### config.mk
export PLATFORM = sky130hd
export DESIGN_NAME = mem_arbiter_2p_flat
export DESIGN_NICKNAME = d
export VERILOG_FILES = /design/src/rtl/mem_arbiter_2p_if.sv /design/src/rtl/mem_arbiter_2p.sv /design/src/flat_wrapper.sv
export SDC_FILE = /design/constraint.sdc
export NUM_CORES = 1
export LEC_CHECK = 0
export CAP_MARGIN = 20
export CORE_MARGIN = 5
export CORE_UTILIZATION = 34
export CTS_BUF_LIST = sky130_fd_sc_hd__clkbuf_16
export DETAILED_ROUTE_END_ITERATION = 12
export MAX_ROUTING_LAYER = met4
export PLACE_DENSITY = 0.8
export SLEW_MARGIN = 0
export SYNTH_ARGS = -nofsm -noshare
export SYNTH_HDL_FRONTEND = slang
export SYNTH_SLANG_ARGS = --single-unit
### constraint.sdc
create_clock -name clk -period 1.63 [get_ports clk]
set_input_delay 0.326 -clock clk [delete_from_list [all_inputs] [get_ports clk]]
set_output_delay 0.326 -clock clk [all_outputs]
set_load 0.005 [all_outputs]
### src/rtl/mem_arbiter_2p_if.sv
`default_nettype none
// ============================================================================
// Module   : mem_arbiter_2p_if
// Purpose  : Bundles both requester ports and the RAM pins of mem_arbiter_2p.
// Revision : 1.0 - initial release
// ============================================================================
interface mem_arbiter_2p_if #(
    parameter int WIDTH     = 8,
    parameter int ADDR_SIZE = 10
);
    logic                 a_req;
    logic                 a_wen;
    logic [ADDR_SIZE-1:0] a_addr;
    logic [WIDTH-1:0]     a_wdata;
    logic                 a_ack;
    logic                 a_rvalid;
    logic [WIDTH-1:0]     a_rdata;

    logic                 b_req;
    logic                 b_wen;
    logic [ADDR_SIZE-1:0] b_addr;
    logic [WIDTH-1:0]     b_wdata;
    logic                 b_ack;
    logic                 b_rvalid;
    logic [WIDTH-1:0]     b_rdata;

    logic                 mem_cs;
    logic                 mem_wen;
    logic [ADDR_SIZE-1:0] mem_addr;
    logic [WIDTH-1:0]     mem_din;
    logic [WIDTH-1:0]     mem_dout;

    // Environment side: the two requesters plus the RAM read-data pin.
    modport master (
        output a_req, a_wen, a_addr, a_wdata,
        input  a_ack, a_rvalid, a_rdata,
        output b_req, b_wen, b_addr, b_wdata,
        input  b_ack, b_rvalid, b_rdata,
        input  mem_cs, mem_wen, mem_addr, mem_din,
        output mem_dout
    );

    // Arbiter side.
    modport slave (
        input  a_req, a_wen, a_addr, a_wdata,
        output a_ack, a_rvalid, a_rdata,
        input  b_req, b_wen, b_addr, b_wdata,
        output b_ack, b_rvalid, b_rdata,
        output mem_cs, mem_wen, mem_addr, mem_din,
        input  mem_dout
    );
endinterface
`default_nettype wire

### src/rtl/mem_arbiter_2p.sv
`default_nettype none
// ============================================================================
// Module   : mem_arbiter_2p
// Purpose  : Two-port round-robin / fixed-priority arbiter for a 1-cycle RAM.
// Revision : 1.0 - initial release
// ============================================================================
module mem_arbiter_2p #(
    parameter int WIDTH      = 8,
    parameter int ADDR_SIZE  = 10,
    parameter int FIXED_PRIO = 0
) (
    input  logic                clk,
    input  logic                reset,
    mem_arbiter_2p_if.slave     bus
);
    typedef enum logic [0:0] {
        PORT_A = 1'b0,
        PORT_B = 1'b1
    } port_e;

    localparam logic c_fixed_prio = (FIXED_PRIO != 0);

    port_e                r_last_grant;
    port_e                r_rd_tag_port;
    logic                 r_rd_tag_v;
    logic [WIDTH-1:0]     r_a_rdata_hold;
    logic [WIDTH-1:0]     r_b_rdata_hold;

    logic                 w_grant_a;
    logic                 w_grant_b;
    logic                 w_a_rvalid;
    logic                 w_b_rvalid;
    logic [ADDR_SIZE-1:0] w_mem_addr;
    logic [WIDTH-1:0]     w_mem_din;

    always_comb begin
        w_grant_a = 1'b0;
        w_grant_b = 1'b0;
        if (!reset) begin
            if (bus.a_req && bus.b_req) begin
                // Contention: A wins when fixed, otherwise whoever did not win last.
                if (c_fixed_prio || (r_last_grant == PORT_B)) begin
                    w_grant_a = 1'b1;
                end else begin
                    w_grant_b = 1'b1;
                end
            end else begin
                w_grant_a = bus.a_req;
                w_grant_b = bus.b_req;
            end
        end
    end

    // Idle cycles keep port A on the address/data pins to avoid toggling.
    assign w_mem_addr   = w_grant_b ? bus.b_addr  : bus.a_addr;
    assign w_mem_din    = w_grant_b ? bus.b_wdata : bus.a_wdata;

    assign bus.a_ack    = w_grant_a;
    assign bus.b_ack    = w_grant_b;
    assign bus.mem_cs   = w_grant_a | w_grant_b;
    assign bus.mem_wen  = (w_grant_a & bus.a_wen) | (w_grant_b & bus.b_wen);
    assign bus.mem_addr = w_mem_addr;
    assign bus.mem_din  = w_mem_din;

    // Reset in the return cycle suppresses the pending read strobe.
    assign w_a_rvalid   = r_rd_tag_v & (r_rd_tag_port == PORT_A) & ~reset;
    assign w_b_rvalid   = r_rd_tag_v & (r_rd_tag_port == PORT_B) & ~reset;

    assign bus.a_rvalid = w_a_rvalid;
    assign bus.b_rvalid = w_b_rvalid;
    assign bus.a_rdata  = w_a_rvalid ? bus.mem_dout : r_a_rdata_hold;
    assign bus.b_rdata  = w_b_rvalid ? bus.mem_dout : r_b_rdata_hold;

    always_ff @(posedge clk) begin
        if (reset) begin
            r_last_grant   <= PORT_B;
            r_rd_tag_v     <= 1'b0;
            r_rd_tag_port  <= PORT_A;
            r_a_rdata_hold <= '0;
            r_b_rdata_hold <= '0;
        end else begin
            if (w_grant_a) begin
                r_last_grant <= PORT_A;
            end else if (w_grant_b) begin
                r_last_grant <= PORT_B;
            end
            r_rd_tag_v    <= bus.mem_cs & ~bus.mem_wen;
            r_rd_tag_port <= w_grant_b ? PORT_B : PORT_A;
            if (w_a_rvalid) begin
                r_a_rdata_hold <= bus.mem_dout;
            end
            if (w_b_rvalid) begin
                r_b_rdata_hold <= bus.mem_dout;
            end
        end
    end
endmodule
`default_nettype wire

### src/flat_wrapper.sv
// flat-port wrapper written by rule: the top's interface ports become plain ports
module mem_arbiter_2p_flat 
#(
    parameter int WIDTH      = 8,
    parameter int ADDR_SIZE  = 10,
    parameter int FIXED_PRIO = 0
)
  (clk, reset, bus_a_req, bus_a_wen, bus_a_addr, bus_a_wdata, bus_a_ack, bus_a_rvalid, bus_a_rdata, bus_b_req, bus_b_wen, bus_b_addr, bus_b_wdata, bus_b_ack, bus_b_rvalid, bus_b_rdata, bus_mem_cs, bus_mem_wen, bus_mem_addr, bus_mem_din, bus_mem_dout);
  mem_arbiter_2p_if #(.WIDTH(WIDTH), .ADDR_SIZE(ADDR_SIZE)) bus_i ();
  input  logic clk;
  input  logic reset;
  input wire logic [$bits(bus_i.a_req)-1:0] bus_a_req;
  input wire logic [$bits(bus_i.a_wen)-1:0] bus_a_wen;
  input wire logic [$bits(bus_i.a_addr)-1:0] bus_a_addr;
  input wire logic [$bits(bus_i.a_wdata)-1:0] bus_a_wdata;
  output wire logic [$bits(bus_i.a_ack)-1:0] bus_a_ack;
  output wire logic [$bits(bus_i.a_rvalid)-1:0] bus_a_rvalid;
  output wire logic [$bits(bus_i.a_rdata)-1:0] bus_a_rdata;
  input wire logic [$bits(bus_i.b_req)-1:0] bus_b_req;
  input wire logic [$bits(bus_i.b_wen)-1:0] bus_b_wen;
  input wire logic [$bits(bus_i.b_addr)-1:0] bus_b_addr;
  input wire logic [$bits(bus_i.b_wdata)-1:0] bus_b_wdata;
  output wire logic [$bits(bus_i.b_ack)-1:0] bus_b_ack;
  output wire logic [$bits(bus_i.b_rvalid)-1:0] bus_b_rvalid;
  output wire logic [$bits(bus_i.b_rdata)-1:0] bus_b_rdata;
  output wire logic [$bits(bus_i.mem_cs)-1:0] bus_mem_cs;
  output wire logic [$bits(bus_i.mem_wen)-1:0] bus_mem_wen;
  output wire logic [$bits(bus_i.mem_addr)-1:0] bus_mem_addr;
  output wire logic [$bits(bus_i.mem_din)-1:0] bus_mem_din;
  input wire logic [$bits(bus_i.mem_dout)-1:0] bus_mem_dout;
  assign bus_i.a_req = bus_a_req;
  assign bus_i.a_wen = bus_a_wen;
  assign bus_i.a_addr = bus_a_addr;
  assign bus_i.a_wdata = bus_a_wdata;
  assign bus_a_ack = bus_i.a_ack;
  assign bus_a_rvalid = bus_i.a_rvalid;
  assign bus_a_rdata = bus_i.a_rdata;
  assign bus_i.b_req = bus_b_req;
  assign bus_i.b_wen = bus_b_wen;
  assign bus_i.b_addr = bus_b_addr;
  assign bus_i.b_wdata = bus_b_wdata;
  assign bus_b_ack = bus_i.b_ack;
  assign bus_b_rvalid = bus_i.b_rvalid;
  assign bus_b_rdata = bus_i.b_rdata;
  assign bus_mem_cs = bus_i.mem_cs;
  assign bus_mem_wen = bus_i.mem_wen;
  assign bus_mem_addr = bus_i.mem_addr;
  assign bus_mem_din = bus_i.mem_din;
  assign bus_i.mem_dout = bus_mem_dout;
  mem_arbiter_2p #(.WIDTH(WIDTH), .ADDR_SIZE(ADDR_SIZE), .FIXED_PRIO(FIXED_PRIO)) u_core (.clk(clk), .reset(reset), .bus(bus_i));
endmodule
==> summary.md, run 1 <==
| Metric | Value |
|---|---|
| Outcome | `finished, violations left` |
| Failing checks | `negative setup slack` |
| Count of final hold-check violations | `0` |
| Main area contributors after synthesis | `dfxtp_1 31%, mux2_2 23%, mux2_4 11%, mux2i_1 6.6%, a21oi_1 4.1%` |
| WL/cell | `about 19 µm` |
| Top cell type by total area after synthesis | `dfxtp_1` |
| Initial antenna violation count | `0` |
| RSZ-0062 raised after global routing | `yes` |
| H-tree levels | `1` |
| Most frequent CP cell | `buf_6` |
| Hold_buf cts | `0` |
| Antenna fix cells | `0` |
| Mapped Cells | `123` |
| Worst endpoint required time | `1300 ps` |
| Fin worst setup slack | `-298 ps` |
| Total wire length | `approximately 5.7 mm` |
| CTS tree | `done` |
| Vias | `1461` |
| Clk_lat worst skew | `260 ps` |
| CP arrival | `1600 ps` |
| Slowest cell on the critical path | `dfxtp_2` |
| Setup TNS Final | `-6220 ps` |
| Max Freq | `519 MHz` |
| CTS Sinks | `19` |
| Netlist Area Pre-Place | `0.00121 mm²` |
| Slowest stage delay, CP | `330 ps` |
| Count of final setup violators | `35` |
| Commonest cells in the netlist | `25 x mux2_2, 19 x dfxtp_1, 12 x nand2_1, 12 x nor2_1` |
| Total die area | `slightly below 0.005 mm²` |
| Setup CP Type | `reg -> out` |
| Root Driver | `clkbuf_16` |
| Seq cells post-synth | `19` |
| Slew HR | `0.828` |
| Post-DP HPWL | `3.45 mm` |
| Worst R2R End | `u_core.r_a_rdata_hold[1]` |
| Distinct cells, synth | `21` |
| GRT Total Usage | `0.227` |
| Worst path bufs/invs | `3` |
| Part of the Yosys area used for sequential elements | `0.313` |
| Reg-to-reg slack, setup | `roughly 210 ps` |
| Critical path capture point type | `primary output` |
| Worst Hold Depth | `2` |
| ANT nets after route | `0` |
| Worst hold start | `u_core.r_b_rdata_hold[2]` |
| Worst Tran Pin Value | `258 ps` |
| CP cell instances | `a21bo_4, nor2_8, buf_6, buf_6, mux2_4, buf_6` |
| Die W | `69.7 µm` |
| R2r startpoint | `u_core.r_rd_tag_port` |
| Largest net degree at the start of global routing | `16` |
| Core Box Area | `~0.0034 mm²` |
| PD cells | `594 mW/mm²` |
| Share of layout cells above drive strength 1 | `0.516` |
| Max Cap Violations | `0` |
| DRC errors left | `0` |
| Crit-path max FO | `4` |
| Final Cycle Share | `1.18` |
| Worst-path clk slew | `60 ps` |
| VDD IR-drop max | `0.647 mV` |
| Setup Skew | `approximately 8.3 ps` |
| Top FF cell, synth | `dfxtp_1` |
| Pleak | `0.00129 µW` |
| Syn_nets | `around 170` |
| DR iter-0 viols | `58` |
| Worst Hold End | `u_core.r_b_rdata_hold[2]` |
| DRT Pass-1 Iters | `4` |
| Startpoint types | `flip-flop` |
| Ports | `90` |
| R2r worst-path depth | `6` |
| Min-Delay Path Class | `reg -> reg` |
| Grt ovf | `0` |
| Nets | `303` |
| Crit. Startpoint | `u_core.r_last_grant` |
| Yosys warns | `0` |
| Chip height | `~70 µm` |
| Share of Yosys cell area claimed by the top area cell type | `0.313` |
| Area grow syn2layout | `121%` |
| Syn Area/Cell | `9.87 µm²` |
| I/O Buffers | `between 80 and 90` |
| Routed vias/inst | `~5` |
| Max-slew violation count | `0` |
| Min Clock Period, post-route | `1930 ps` |
| Number of global-route vias before repair | `1575` |
| GPL Wtd Cong | `0.780` |
| Util after Layout | `0.792` |
| Rows | `21` |
| Global-route wire length before repair | `8.49 mm` |
| Initial Utilization | `0.358` |
| Ys async rst share | `0` |
| Most frequent cell after synthesis | `mux2_2` |
| Number of synthesized flops with an enable pin | `0` |
| Total CTS buffers | `3` |
| Crit path max-delay family | `buffers and inverters` |
| CTS Buffer Depth | `2` |
==> power by group <==
group,internal [µW],leakage [µW],switching (µW)
logic,376,0.00109,196
clock network,330,0.0000409,197
registers,483,0.000155,12.6
==> metrics by stage <==
step	std cells	cell area (µm²)	hold slack, ps	worst slack, ps	power, µW
after global placement	274	2300	442	-791	958
final	298	2680	459	-298	1590
after floorplan	123	1210	426	97.0	663
after detailed placement	274	2300	445	-854	973
after global routing	298	2680	473	-338	1650
after CTS	295	2650	453	-316	1550
==> logic make-up after synthesis <==
family                 synth area share
buffers and inverters            0.0516
and+or+nand+nor                   0.165
AOI/OAI and AO/OA                0.0608
DFF                               0.313
muxes                             0.409
==> worst max-delay path by stage <==
| stage | end | slack (ps) | cells past startpoint |
|---|---|---|---|
| 3_5_place_dp | bus_mem_din[0] | -850 | 6 |
| 2_1_floorplan | bus_a_rdata[0] | 100 | 4 |
| 5_1_grt | bus_mem_din[0] | -340 | 6 |
| 3_3_place_gp | bus_mem_din[4] | -790 | 6 |
| 4_1_cts | bus_mem_addr[1] | -320 | 6 |
| 6_report | bus_mem_din[1] | -300 | 6 |
==> final cells by class <==
type,instances,area (µm²)
well taps,46,57.6
clock buffers,3,75.1
flip-flops and latches,19,384
repair buffers,132,1250
fillers,192,706
clock inverters,1,5.00
inverters,2,7.51
multi-input cells,95,900
==> routing by layer <==
layer / GRT usage / vias to the layer above / share of wire
li1: - / 691 / -
met1: 0.247 / 700 / 0.38
met2: 0.404 / 52 / 0.55
met3: 0.0420 / 18 / 0.036
met4: 0.0936 / 0 / 0.034
met5: - / - / 0
==> cell usage in the layout, fill, tap and decap left out <==
| master | count |
|---|---|
| or3_2 | 1 |
| nor2b_1 | 1 |
| buf_6 | 42 |
| nor3b_4 | 1 |
| inv_1 | 2 |
| buf_2 | 4 |
| dlygate4sd2_1 | 1 |
| mux2_4 | 32 |
| clkbuf_16 | 3 |
| o31ai_1 | 1 |
| a21oi_1 | 10 |
| mux2i_1 | 8 |
| nand3_1 | 10 |
| clkdlybuf4s15_1 | 3 |
| dfxtp_1 | 16 |
| mux2_2 | 2 |
| nand2_2 | 1 |
| a21bo_4 | 1 |
| nor2_1 | 12 |
| nor2_8 | 1 |
| clkbuf_2 | 9 |
| dlymetal6s2s_1 | 1 |
| or2b_1 | 1 |
| clkdlybuf4s50_1 | 45 |
| dfxtp_2 | 3 |
| buf_4 | 26 |
| clkinv_2 | 1 |
| nand2_1 | 11 |
| nand3b_4 | 2 |
| buf_12 | 1 |
==> state kept, by name (all words and copies together) (netlist names) <==
name,cells
u_core.r_a_rdata_hold,8
u_core.r_b_rdata_hold,8
u_core.r_last_grant,1
u_core.r_rd_tag_port,1
u_core.r_rd_tag_v,1
==> worst register-to-register path: stages, from the launching register on <==
cell and delay, ps:
dfxtp_2 340, buf_6 130, buf_4 170, nor2b_1 130, buf_4 210, mux2i_1 240
nor2_1 80
==> what timing repair did <==
item                       CTS  global route
pin swaps                    4             7
gates cloned                 3             0
buffers inserted            14             5
resized for setup          195            37
setup endpoints to repair   40            38
(Power assumes the default switching activity.)
==> inputs of run 2 (changes only) <==
--- a/config.mk
+++ b/config.mk
@@ -6,7 +6,7 @@
 export NUM_CORES = 1
 export LEC_CHECK = 0
 export CAP_MARGIN = 20
-export CORE_MARGIN = 5
+export CORE_MARGIN = 8
 export CORE_UTILIZATION = 34
 export CTS_BUF_LIST = sky130_fd_sc_hd__clkbuf_16
 export DETAILED_ROUTE_END_ITERATION = 12
==> summary.md, run 2 (synthesis results as in run 1) <==
| Metric | Value |
|---|---|
| Share of layout cells above drive strength 1 | `0.528 (+0.0117)` |
| Post-placement cell area | `0.00229 mm² (-0.33%)` |
| CTS Sinks | `19 (unchanged)` |
| Final Cycle Share | `1.20 (+0.0156)` |
| I/O Buffers | `89 (unchanged)` |
| Largest net degree at the start of global routing | `16 (unchanged)` |
| DRC errors left | `0 (unchanged)` |
| Global-route wire length before repair | `9.97 mm (+17%)` |
| Clock share of power | `0.317 (-0.014)` |
| Crit-path max FO | `5 (+1)` |
| Most common cell after layout, fill and taps aside | `buf_6` |
| DRT Pass-1 Iters | `4 (unchanged)` |
| Combinational share of power | `0.371 (+0.013)` |
| Ports | `90 (unchanged)` |
| Slew HR | `0.831 (+0.00332)` |
| Core Box Area | `0.00339 mm² (unchanged)` |
| CTS Buffer Depth | `2 (unchanged)` |
| Worst Hold End | `u_core.r_b_rdata_hold[3]` |
| Worst Hold Depth | `2 (unchanged)` |
| Max-slew violation count | `0 (unchanged)` |
| Worst R2R End | `u_core.r_a_rdata_hold[2]` |
| Total CTS buffers | `3 (unchanged)` |
| Count of final hold-check violations | `0 (unchanged)` |
| VDD IR-drop max | `0.968 mV (+50%)` |
| Max Cap Violations | `0 (unchanged)` |
| Sw Pwr | `398 µW (-1.9%)` |
| Area grow syn2layout | `128%` |
| Setup CP Type | `reg -> out` |
| R2r worst-path depth | `6 (unchanged)` |
| Failing checks | `negative setup slack` |
| Pleak | `0.00130 µW (+1.0%)` |
| Reg-to-reg slack, setup | `90 ps (-120 ps)` |
| CTS tree | `done` |
| Fin worst setup slack | `-323 ps (-25.4 ps)` |
| Number of global-route vias before repair | `1753 (+11%)` |
| H-tree levels | `1 (unchanged)` |
| Root Driver | `clkbuf_16` |
| DR iter-0 viols | `67 (+16%)` |
| Total die area | `0.00574 mm² (+18%)` |
| Nets | `305 (+0.66%)` |
| Total wire length | `6.72 mm (+18%)` |
| CP arrival | `1630 ps (+30 ps)` |
| Startpoint types | `flip-flop` |
| Fin cells | `300 (+0.67%)` |
| ANT nets after route | `0 (unchanged)` |
| Critical path capture point type | `primary output` |
| Antenna fix cells | `0 (unchanged)` |
| Count of final setup violators | `34 (-2.9%)` |
| Worst-path clk slew | `50 ps (about the same)` |
| Total internal power | `1190 µW (+0.26%)` |
| Clk_lat worst skew | `250 ps (about the same)` |
| Hold_buf cts | `0 (unchanged)` |
| Vias | `1522 (+4.2%)` |
| Post-DP HPWL | `3.95 mm (+15%)` |
| Worst hold start | `u_core.r_b_rdata_hold[3]` |
| Sequential power share | `0.312 (about the same)` |
| DP Cell Count | `273 (-0.36%)` |
| Largest regs | `u_core.r_a_rdata_hold: 8 flops, u_core.r_b_rdata_hold: 8 flops` |
| Most frequent cells in the layout | `52 x buf_6, 46 x clkdlybuf4s50_1, 29 x mux2_4` |
| GRT Total Usage | `0.247 (+0.0205)` |
| Max Freq | `512 MHz (-1.3%)` |
| Switching fraction of total power | `0.250 (-0.00406)` |
| Min-Delay Path Class | `reg -> reg` |
| Outcome | `finished, violations left` |
| PD cells | `574 mW/mm² (-3.4%)` |
| Count of filler cells inserted in the layout | `186 (-3.1%)` |
| Grt ovf | `0 (unchanged)` |
| Initial antenna violation count | `0 (unchanged)` |
| Final non-filler cell area | `0.00277 mm² (+3.2%)` |
| Setup Skew | `1.16 ps (-7.13 ps)` |
| Die W | `75.7 µm (+8.6%)` |
| Rows | `21 (unchanged)` |
| Worst endpoint required time | `1300 ps (about the same)` |
| Initial Utilization | `0.358 (unchanged)` |
| R2r startpoint | `u_core.r_rd_tag_v` |
| GPL Wtd Cong | `0.786 (+0.87%)` |
| Worst Tran Pin Value | `246 ps (-11.4 ps)` |
| WL/cell | `22.4 µm (+17%)` |
| Min Clock Period, post-route | `1950 ps (+25.4 ps)` |
| Routed vias/inst | `5.07 (+3.5%)` |
| Chip height | `75.7 µm (+8.6%)` |
| RSZ-0062 raised after global routing | `yes` |
[run 2: cell types whose count changed in the layout (fill, tap and decap cells not counted), moves of 2 or more]
cell,change
buf_4,-2
buf_6,+10
mux2_4,-3
clkbuf_2,-7
mux2_2,+3
buf_12,+2
clkdlybuf4s15_1,-2
[run 2: area by class of cell]
class | count | area [µm²] | area share
timing repair buffer | 134 | 1340 | 0.485
sequential | 19 | 387 | 0.140
tap | 46 | 57.6 | 0.0208
inverter | 2 | 7.51 | 0.00271
multi-input combinational | 95 | 895 | 0.323
clock buffer | 3 | 75.1 | 0.0271
clock inverter | 1 | 5.00 | 0.00181
[run 2: critical path, stage by stage (launching register included)]
cell and delay (ps):
dfxtp_2 330, a21bo_4 240, nor2_8 140, buf_12 140, buf_12 100, mux2_4 300, buf_6 120
[run 2: timing repair]
action | in CTS | in global routing
gates resized for setup | 226 | 26
endpoints found under the hold margin | 0 | 0
gates cloned | 3 | 0
pin swaps | 5 | 6
setup buffers | 21 | 4
setup endpoints to repair | 40 | 40
[run 2: metal layers]
| layer | part of all wire | routed length [µm] | GRT usage |
|---|---|---|---|
| met5 | 0 | 0 | - |
| met4 | 0.036 | 241 | 0.0768 |
| met2 | 0.56 | 3750 | 0.478 |
| met3 | 0.071 | 475 | 0.0671 |
| met1 | 0.34 | 2260 | 0.228 |
[run 2: per-stage QoR]
step	hold slack (ps)	total power (µW)	util	setup TNS [ps]	setup WS, ps
floorplan	426	663	-	0	97.0
global placement	439	962	0.676	-27720	-786
detailed placement	444	978	0.676	-28830	-842
CTS	455	1570	0.810	-7850	-334
global route	496	1640	0.817	-7770	-335
finish	479	1590	0.817	-6950	-323
[run 2: how the worst max path moves through the flow]
stage                   startpoint               to  depth (start not counted)
6_report       u_core.r_last_grant  bus_mem_addr[1]                          6
5_1_grt        u_core.r_last_grant  bus_mem_addr[0]                          6
4_1_cts        u_core.r_last_grant  bus_mem_addr[7]                          6
3_5_place_dp             bus_b_req   bus_mem_din[0]                          6
3_3_place_gp             bus_b_req   bus_mem_din[2]                          6
2_1_floorplan                reset   bus_a_rdata[0]                          4
[run 2: power groups by stage]
stage | sequential, µW | clock [µW] | combinational, µW
3_5_place_dp | 501 | 0 | 477
3_3_place_gp | 500 | 0 | 462
4_1_cts | 494 | 509 | 570
2_1_floorplan | 499 | 0 | 164
6_report | 496 | 504 | 590
5_1_grt | 497 | 529 | 618
